===== src/rtl/tt_um_jleugeri_ttt_demux.sv =====
// TTT event demux: fans each source event out over a programmable connection table into
// per-target signed token accumulators. Optional macro TTT_DEMUX_SATURATE_EN selects clamping adds.
module tt_um_jleugeri_ttt_demux #(
   parameter int NUM_PROCESSORS  = 10,
   parameter int NEW_TOKENS_BITS = 4,
   parameter int MAX_FANOUT      = 4,
   localparam int IDX_W  = $clog2(NUM_PROCESSORS),
   localparam int SLOT_W = (MAX_FANOUT > 1) ? $clog2(MAX_FANOUT) : 1
) (
   input  logic                                       clk,
   input  logic                                       reset,
   input  logic                                       go_in,
   input  logic                                       done_in,
   input  logic                                       hot_in,
   input  logic [IDX_W-1:0]                           idx_in,
   input  logic                                       t_start_in,
   input  logic                                       t_stop_in,
   output logic                                       next_out,
   input  logic                                       cfg_we,
   input  logic [IDX_W-1:0]                           cfg_src,
   input  logic [SLOT_W-1:0]                          cfg_slot,
   input  logic [IDX_W-1:0]                           cfg_tgt,
   input  logic                                       cfg_valid,
   input  logic [NEW_TOKENS_BITS-1:0]                 cfg_good_w,
   input  logic [NEW_TOKENS_BITS-1:0]                 cfg_bad_w,
   output logic [NUM_PROCESSORS*NEW_TOKENS_BITS-1:0]  new_good_tokens,
   output logic [NUM_PROCESSORS*NEW_TOKENS_BITS-1:0]  new_bad_tokens,
   output logic                                       enable,
   output logic                                       busy_out
);

   localparam int N = NEW_TOKENS_BITS;
   localparam logic [IDX_W:0]    NUM_P     = (IDX_W+1)'(NUM_PROCESSORS);
   localparam logic [SLOT_W:0]   FAN_P     = (SLOT_W+1)'(MAX_FANOUT);
   localparam logic [SLOT_W-1:0] SLOT_LAST = SLOT_W'(MAX_FANOUT - 1);

`ifdef TTT_DEMUX_SATURATE_EN
   localparam int PW = N + 1;
   localparam logic signed [N+1:0] TOK_MAX = (N+2)'((1 << (N-1)) - 1);
   localparam logic signed [N+1:0] TOK_MIN = (N+2)'(-(1 << (N-1)));

   function automatic logic signed [N-1:0] clamp_tok(input logic signed [N+1:0] v);
      if (v > TOK_MAX)      return TOK_MAX[N-1:0];
      else if (v < TOK_MIN) return TOK_MIN[N-1:0];
      else                  return v[N-1:0];
   endfunction

   function automatic logic signed [N-1:0] add_tok(input logic signed [N-1:0] acc,
                                                   input logic signed [PW-1:0] prod);
      logic signed [N-1:0] p_c;
      p_c = clamp_tok({prod[PW-1], prod});
      return clamp_tok({{2{acc[N-1]}}, acc} + {{2{p_c[N-1]}}, p_c});
   endfunction
`else
   // Wrapping: the product's extra bit cannot affect the low N bits, so keep it N wide.
   localparam int PW = N;

   function automatic logic signed [N-1:0] add_tok(input logic signed [N-1:0] acc,
                                                   input logic signed [PW-1:0] prod);
      return acc + prod;
   endfunction
`endif

   function automatic logic signed [PW-1:0] scale_w(input logic signed [N-1:0] w, input logic neg);
      logic signed [PW-1:0] w_ext;
      w_ext = PW'(w);
      return neg ? -w_ext : w_ext;
   endfunction

   typedef enum logic [1:0] {S_IDLE, S_WAIT, S_FANOUT, S_FLUSH} state_t;

   state_t            state_reg, state_next;
   logic [IDX_W-1:0]  src_reg, src_next;
   logic [SLOT_W-1:0] slot_reg, slot_next;
   logic              active_reg, active_next;
   logic              neg_reg, neg_next;
   logic              done_pend_reg, done_pend_next;

   logic                     tbl_valid_reg [NUM_PROCESSORS][MAX_FANOUT];
   logic [IDX_W-1:0]         tbl_tgt_reg   [NUM_PROCESSORS][MAX_FANOUT];
   logic signed [N-1:0]      tbl_good_reg  [NUM_PROCESSORS][MAX_FANOUT];
   logic signed [N-1:0]      tbl_bad_reg   [NUM_PROCESSORS][MAX_FANOUT];

   logic signed [N-1:0] good_arr [NUM_PROCESSORS];
   logic signed [N-1:0] bad_arr  [NUM_PROCESSORS];

   logic                cfg_ok, idx_ok, upd;
   logic [IDX_W-1:0]    cur_tgt;
   logic signed [N-1:0] good_upd, bad_upd;

   assign cfg_ok = (state_reg == S_IDLE) && cfg_we &&
                   ({1'b0, cfg_src} < NUM_P) && ({1'b0, cfg_tgt} < NUM_P) &&
                   ({1'b0, cfg_slot} < FAN_P);
   assign idx_ok = ({1'b0, idx_in} < NUM_P);

   always_ff @(posedge clk or posedge reset) begin
      if (reset) begin
         for (int i = 0; i < NUM_PROCESSORS; i++)
            for (int j = 0; j < MAX_FANOUT; j++)
               tbl_valid_reg[i][j] <= 1'b0;
      end else if (cfg_ok) begin
         tbl_valid_reg[cfg_src][cfg_slot] <= cfg_valid;
      end
   end

   // Payload fields are only meaningful behind a valid bit, so they need no reset.
   always_ff @(posedge clk) begin
      if (cfg_ok) begin
         tbl_tgt_reg[cfg_src][cfg_slot]  <= cfg_tgt;
         tbl_good_reg[cfg_src][cfg_slot] <= cfg_good_w;
         tbl_bad_reg[cfg_src][cfg_slot]  <= cfg_bad_w;
      end
   end

   always_comb begin
      cur_tgt  = tbl_tgt_reg[src_reg][slot_reg];
      upd      = (state_reg == S_FANOUT) && active_reg && tbl_valid_reg[src_reg][slot_reg];
      good_upd = add_tok(good_arr[cur_tgt], scale_w(tbl_good_reg[src_reg][slot_reg], neg_reg));
      bad_upd  = add_tok(bad_arr[cur_tgt],  scale_w(tbl_bad_reg[src_reg][slot_reg],  neg_reg));
   end

   genvar gi;
   generate
      for (gi = 0; gi < NUM_PROCESSORS; gi++) begin : g_acc
         logic signed [N-1:0] good_reg, bad_reg;

         always_ff @(posedge clk or posedge reset) begin
            if (reset) begin
               good_reg <= '0;
               bad_reg  <= '0;
            end else if (go_in) begin
               good_reg <= '0;
               bad_reg  <= '0;
            end else if (upd && (cur_tgt == IDX_W'(gi))) begin
               good_reg <= good_upd;
               bad_reg  <= bad_upd;
            end
         end

         assign good_arr[gi] = good_reg;
         assign bad_arr[gi]  = bad_reg;
         assign new_good_tokens[gi*N +: N] = good_reg;
         assign new_bad_tokens[gi*N +: N]  = bad_reg;
      end
   endgenerate

   always_ff @(posedge clk or posedge reset) begin
      if (reset) begin
         state_reg     <= S_IDLE;
         src_reg       <= '0;
         slot_reg      <= '0;
         active_reg    <= 1'b0;
         neg_reg       <= 1'b0;
         done_pend_reg <= 1'b0;
      end else begin
         state_reg     <= state_next;
         src_reg       <= src_next;
         slot_reg      <= slot_next;
         active_reg    <= active_next;
         neg_reg       <= neg_next;
         done_pend_reg <= done_pend_next;
      end
   end

   always_comb begin
      state_next     = state_reg;
      src_next       = src_reg;
      slot_next      = slot_reg;
      active_next    = active_reg;
      neg_next       = neg_reg;
      done_pend_next = done_pend_reg;
      next_out       = 1'b0;
      enable         = 1'b0;
      busy_out       = (state_reg != S_IDLE);

      case (state_reg)
         S_IDLE: begin
            if (go_in) begin
               state_next     = S_WAIT;
               done_pend_next = 1'b0;
            end
         end
         S_WAIT: begin
            if (go_in) begin
               done_pend_next = 1'b0;
            end else if (hot_in) begin
               // An out-of-range source or a zero sign is acked after a single cycle.
               state_next     = S_FANOUT;
               src_next       = idx_ok ? idx_in : '0;
               slot_next      = '0;
               active_next    = (t_start_in ^ t_stop_in) && idx_ok;
               neg_next       = t_stop_in;
               done_pend_next = done_in;
            end else if (done_in) begin
               state_next = S_FLUSH;
            end
         end
         S_FANOUT: begin
            if (go_in) begin
               state_next     = S_WAIT;
               done_pend_next = 1'b0;
            end else begin
               if (done_in) done_pend_next = 1'b1;
               if (!active_reg || (slot_reg == SLOT_LAST)) begin
                  next_out       = 1'b1;
                  state_next     = (done_pend_reg || done_in) ? S_FLUSH : S_WAIT;
                  done_pend_next = 1'b0;
               end else begin
                  slot_next = slot_reg + 1'b1;
               end
            end
         end
         S_FLUSH: begin
            if (go_in) begin
               state_next = S_WAIT;
            end else begin
               enable     = 1'b1;
               state_next = S_IDLE;
            end
         end
         default: state_next = S_IDLE;
      endcase
   end

endmodule


===== config.mk =====
export PLATFORM = sky130hd
export DESIGN_NAME = tt_um_jleugeri_ttt_demux
export DESIGN_NICKNAME = d
export VERILOG_FILES = /design/src/rtl/tt_um_jleugeri_ttt_demux.sv
export SDC_FILE = /design/constraint.sdc
export NUM_CORES = 1
export LEC_CHECK = 0
export CAP_MARGIN = 20
export CORE_MARGIN = 8
export CORE_UTILIZATION = 50
export CTS_BUF_LIST = sky130_fd_sc_hd__clkbuf_4 sky130_fd_sc_hd__clkbuf_8 sky130_fd_sc_hd__clkbuf_16
export CTS_CLUSTER_DIAMETER = 30
export CTS_CLUSTER_SIZE = 14
export DETAILED_ROUTE_END_ITERATION = 10
export PLACE_DENSITY = 0.78
export SLEW_MARGIN = 20
export SYNTH_ARGS = -nofsm -noshare
export SYNTH_HDL_FRONTEND = slang
export SYNTH_SLANG_ARGS = --single-unit

===== constraint.sdc =====
create_clock -name clk -period 6.2 [get_ports clk]
set_clock_uncertainty 0.1 [all_clocks]
set_input_delay 0.62 -clock clk [delete_from_list [all_inputs] [get_ports clk]]
set_output_delay 0.62 -clock clk [all_outputs]
set_load 0.02 [all_outputs]

After elaboration in Yosys (flattened, before gate mapping):

Memories as Yosys holds them, arrays and structs flattened.
Cells that the tools add are included.

* flip-flop bits (word level): 131
* RAM bits: 480
* input port bits: 31
* output and inout port bits: 83
* memories: 3

* $add $sub $neg: 5
* order comparisons: 10
* equality and inequality tests: 22
* muxes and demuxes: 99
* bitwise logic cells: 7
* reductions and logical operators: 40

Memory list
* tbl_bad_reg: depth 10, bits a word 16, read ports 1, clocked after memory_dff 0, wr ports 1, RTL line 82 `logic signed [N-1:0] tbl_bad_reg [NUM_PROCESSORS][MAX_FANOUT];`
* tbl_good_reg: depth 10, bits a word 16, read ports 1, clocked after memory_dff 0, wr ports 1, RTL line 81 `logic signed [N-1:0] tbl_good_reg [NUM_PROCESSORS][MAX_FANOUT];`
* tbl_tgt_reg: depth 10, bits a word 16, read ports 1, clocked after memory_dff 0, wr ports 1, RTL line 80 `logic [IDX_W-1:0] tbl_tgt_reg [NUM_PROCESSORS][MAX_FANOUT];`

Operator list (count)
* $mux 4: 57
* $bmux 4 s4: 3
* $bwmux 40: 1
* $bmux 4 s2: 3
* $reduce_bool 2->1: 12
* $mux 2: 11
* $logic_and 1x1->1: 18
* $demux 4 s4: 1
* $eq 4x3->1 const B: 4
* $mux 1: 16
* $mux 16: 1
* $ge 5x5->1 const B: 3
* $not 4->5: 3
* $lt 4x4->1 const B: 3
* $ne 2x2->1 const B: 5
* $add 4x4->4: 2
* $demux 4 s2: 1
* $eq 4x2->1 const B: 2
* $eq 4x4->1 const B: 2
* $neg 4->4: 2
* $pmux 2 s4: 1
* $reduce_and 4->1: 2
* $eq 2x2->1 const B: 3
* $ge 3x3->1 const B: 2
* 22 further kinds: 25

Depth between registers and ports, before layout:

Gate-level depths: netlist of run 1.

* depth in word-level cells: 11
* mapped depth: 23

Worst setup path before layout of run 1:

Ideal clock, no wire load.

* kind: register to register
* from: register src_reg[0]
* to: register g_acc[0].good_reg[3]
* arrival time: 4.300 ns
* required time: 5.969 ns
* path slack: 1.668 ns
* stages on the path, launching flop included: 22
* path buffers: 5
* period minus slack after synthesis: 4.532 ns
* cell sequence: dfrtp_1 > buf_6 > buf_12 > mux4_2 > a211oi_1 > o21ai_1 > and4_1 > buf_6 > nor2_4 > buf_4 > mux2i_1 > mux2i_1 > mux2i_1 > o22ai_1 > ha_1 > a21o_1 > a21oi_1 > xnor2_1 > xor2_1 > buf_4 > nor4b_1 > or3_1

* word-level cells in the longest chain between the ends: 11

Ends and longest elaborated chain
* start: declaration: RTL line 73 `logic [IDX_W-1:0] src_reg, src_next;`
* start signal: assignment: RTL line 157 `src_reg <= src_next;`
* $mem_v2 10x16
* $bmux 4 s2: RTL line 116 `cur_tgt = tbl_tgt_reg[src_reg][slot_reg];`
* $mux 4 (implied by the code) (2 in a row): RTL line 116
* $not 4->5 (implied by the code): RTL line 118 `good_upd = add_tok(good_arr[cur_tgt], scale_w(tbl_good_reg[src_reg][slot_reg], neg_reg));`
* $bmux 4 s4: RTL line 118
* $mux 4 (implied by the code) (2 in a row): RTL line 118
* $add 4x4->4: RTL line 60 `return acc + prod;`
* $mux 4: RTL line 134 `end else if (upd && (cur_tgt == IDX_W'(gi))) begin`
* $mux 4: RTL line 131 `end else if (go_in) begin`
* end signal: assignment: RTL line 135 `good_reg <= good_upd;`
* end: declaration: RTL line 125 `logic signed [N-1:0] good_reg, bad_reg;`

Several ways; a longest one is shown, not always the timed one. The select of a mux whose other input is x is not followed.
A chain may end at the register's enable or synchronous reset.

Worst setup path in the final report of run 1:

* from: register src_reg[0]
* to: register g_acc[3].good_reg[3]

* word-level cells in the longest chain between the ends: 11

Ends and longest elaborated chain (RTL line)
* $mem_v2 10x16
* $bmux 4 s2: 116
* $mux 4 (implied by the code) (2 in a row): 116
* $not 4->5 (implied by the code): 118
* $bmux 4 s4: 118
* $mux 4 (implied by the code) (2 in a row): 118
* $add 4x4->4: 60
* $mux 4: 134
* $mux 4: 131
* end signal: assignment: 135
* end: declaration: 125

Several ways; a longest one is shown, not always the timed one. The select of a mux whose other input is x is not followed.

==> key figures, run 1 <==
Run status
  • Outcome: finished clean

Floorplan
  • Total core area: 52400 µm²
  • Die height: around 250 µm
  • Initial Util: 50.4%
  • Die ar.: 60500 µm²
  • Std cell rows: 84
  • IO Pins: 114
  • Die W: 246 µm

STA
  • Max Freq: 172 MHz
  • Slew headroom: 38.1%
  • Clock period minus worst slack: 5.82 ns
  • Worst Tran Pin Value: 0.927 ns
  • RSZ-0062 raised after global routing: false
  • Final hold vios: 0
  • Post-Route Setup TNS: 0 ns
  • Max-slew violations: 0
  • Crit share post-route: 93.9%
  • Final WS setup: 0.375 ns
  • Setup Viol. Count Final: 0

Power
  • Sequential share of power: between 20% and 30%
  • VDD IR max: 0.432 mV
  • LEAKAGE: roughly 11 nW
  • Sw power: 5.60 mW
  • Sw frac: between 30% and 40%
  • Comb pwr share: 31.9%
  • Int Pwr: 10.6 mW
  • Clk network pwr share: 38.8%
  • PwrDens: approximately 500 nW/µm²

Setup path
  • Crit Path Class: flop to flop
  • Required @ worst endpoint: between 6 and 7 ns
  • Reg-to-reg startpoint: src_reg[0]
  • Slowest CP cell: dfrtp_4
  • R2r endpoint: g_acc[3].good_reg[3]
  • CP arrival: about 6.2 ns
  • Slowest cell delay on critical path: 0.86 ns
  • Largest delay share family, worst path: simple AND/OR/NAND/NOR gates
  • Crit path from: src_reg[0]
  • Worst Path Max Fanout: 33
  • Worst Reg2Reg Path Length in Cells: 18
  • Buf/Inv on CP: 3
  • Worst-path cell chain: buf_4 > mux2_2 > a211oi_1 > o21ai_1 > and4_1 > nor2_4 > buf_4 > mux2i_1 > mux2i_1 > mux2i_1 > o22ai_1 > ha_1 > a21oi_1 > xnor2_1 > xor2_1 > buf_4 > nor4b_1 > or3_1
  • Worst setup EP type: flop
  • Startpoint Class: flop
  • FF-to-FF setup slack: 0.38 ns

Global route
  • Maximum number of pins on one net before global-route repair: 132
  • Vias in the first global route: 16900
  • First-pass GRT wire length: 106000 µm
  • Total gr overflow: 0
  • Initial antenna violation count: 1
  • GRT Resource Usage Total: 23.2%

CTS
  • CTS Hold Bufs: 0
  • Num CTS Buffers: 110
  • Clk sinks: between 600 and 700
  • Clk_lat worst skew: 0.66 ns
  • Root buf cell: clkbuf_16
  • CTS tree: built
  • Clk slew on worst S/H paths: 0.05 ns
  • Resized Gates After CTS: 0
  • H-tree Lvls: 3
  • Setup bufs post-CTS: 0
  • Clock buffer depth: 3

Routing
  • # DRC: 0
  • Detailed-router iteration count before antenna repair: 5
  • Drt initial violations: 1938
  • Final ANT Viol Nets: 0
  • Average routed wire per standard cell: around 27 µm
  • Post-Route WL: 70700 µm
  • Vias: 16400
  • Vias per cell: between 6 and 7

Cells and area
  • # diodes: 0
  • Share of cells above drive strength 1: about a quarter
  • Final #Nets: roughly 1900
  • Area growth, synth to finish: 22.9%

Placement
  • Gp weighted congestion: 0.908
  • Dpl hpwl: 43800 µm
  • Pre-CTS setup slack: 0.457 ns
  • Buffers on Ports: approximately 110

Yosys
  • YS warnings: 0
  • Most common cell in the netlist: edfxtp_1
  • Compound-cell area share of the yosys netlist: 5.87%
  • Post-synth top cells: 480 x edfxtp_1, 144 x mux2i_1, 131 x dfrtp_1, 101 x nor2_1, 99 x mux4_2
  • Multiplexer share of the synthesized area: ~17%
  • Cell variety after synth: 84
  • Ranking of synthesized cells by area: edfxtp_1 55%, dfrtp_1 12%, mux4_2 8.4%, mux2i_1 5.5%, mux2_2 3.2%
  • Synth area leader: edfxtp_1
  • Synth Area in Simple Gates: around 6.1%
  • Post-synth ARST share: 21.4%
  • EDFF count, synth: 480
  • Post-synth top area share: 54.5%
  • Adder-cell share of the synthesized area: less than 1%
  • Post-synthesis xor/xnor area fraction: 0.298%
  • Yosys reg bits: 611
  • Predominant post-synthesis flop cell: edfxtp_1
  • Cell Area, Synth: 26400 µm²
  • Post-synth net total: roughly 1700
  • Sequential fraction of the synthesis area: 66.9%
  • Syn Area/Cell: 16.3 µm²
  • Largest family of logic cells by synthesized area: multiplexers
  • Post-Syn Instances: 1621

Job
  • Max Cap Viol: 0

Hold path
  • Hold WC Path Type: input pin to asynchronous set/reset pin
## through the flow
step	util [%]	total power, mW	instances	cell area (µm²)	hold slack [ns]
floorplan	-	8.39	1621	26400	0.363
global placement	54.4	9.70	2417	28500	0.381
detailed placement	54.4	9.81	2417	28500	0.391
CTS	62.0	16.1	2626	32500	0.405
global route	62.0	16.7	2626	32500	0.418
finish	62.0	16.2	2626	32500	0.391
## worst register-to-register path, stage by stage (launching register included)
cell	delay [ns]
dfrtp_4	0.86
buf_4	0.44
mux2_2	0.42
a211oi_1	0.26
o21ai_1	0.13
and4_1	0.38
nor2_4	0.51
buf_4	0.29
mux2i_1	0.21
mux2i_1	0.08
mux2i_1	0.20
o22ai_1	0.12
ha_1	0.33
a21oi_1	0.26
xnor2_1	0.25
xor2_1	0.20
buf_4	0.21
nor4b_1	0.07
or3_1	0.36
## how the worst max path moves through the flow
stage | to | slack [ns] | depth (start not counted)
after floorplan | g_acc[0].good_reg[3] | 1.67 | 21
final | g_acc[3].good_reg[3] | 0.38 | 18
after global routing | g_acc[6].good_reg[3] | 0.05 | 17
after global placement | g_acc[0].good_reg[3] | 0.59 | 16
after detailed placement | g_acc[2].good_reg[3] | 0.46 | 18
after CTS | g_acc[2].good_reg[3] | 0.40 | 18
## area by class of cell
type	count	area, µm²
clock buffers	121	2850
clock inverters	88	1130
fillers	3614	19900
inverters	29	114
multi-input cells	890	8060
flip-flops and latches	611	17700
well taps	688	861
repair buffers	199	1800
## per-layer routing
layer  part of all wire [%]  global-route usage (%)
met5                      0                       0
met4                    4.0                    9.81
met1                     38                    29.9
met2                     48                    37.2
met3                     10                    6.03
## cell usage in the layout (no fill, tap or decap), drive strengths merged, types with 16 or more instances in the layout
cell type / count
edfxtp: 480
o311ai: 17
mux4: 99
mux2i: 144
nor2b: 16
inv: 39
a21oi: 35
clkdlybuf4s50: 112
o211ai: 23
dfrtp: 131
nand2: 84
bufinv: 19
clkinv: 43
nor2: 115
o21ai: 71
o22ai: 18
mux2: 81
a211oi: 20
clkbuf: 121
clkinvlp: 16
buf: 87
## power by group through the flow
stage	sequential (mW)	combinational, mW	clock [mW]
6_report	4.74	5.15	6.26
4_1_cts	4.73	5.07	6.33
3_5_place_dp	4.80	5.01	0
3_3_place_gp	4.80	4.91	0
2_1_floorplan	4.70	3.69	0
5_1_grt	4.75	5.39	6.53
## logic make-up after synthesis
family | after synthesis
compound gates | 229
buf+inv | 120
xor+xnor | 9
mux | 324
fa+ha+maj | 16
flops | 611
simple gates | 312
(Power assumes the default switching activity.)
==> inputs of run 2 (changes only) <==
--- a/config.mk
+++ b/config.mk
@@ -13,6 +13,7 @@
 export CTS_CLUSTER_SIZE = 14
 export DETAILED_ROUTE_END_ITERATION = 10
 export PLACE_DENSITY = 0.78
+export SKIP_CTS_REPAIR_TIMING = 1
 export SLEW_MARGIN = 20
 export SYNTH_ARGS = -nofsm -noshare
 export SYNTH_HDL_FRONTEND = slang
==> results of run 2 <==
Same layout as run 1: the final DEF is identical, and so are final timing and power.
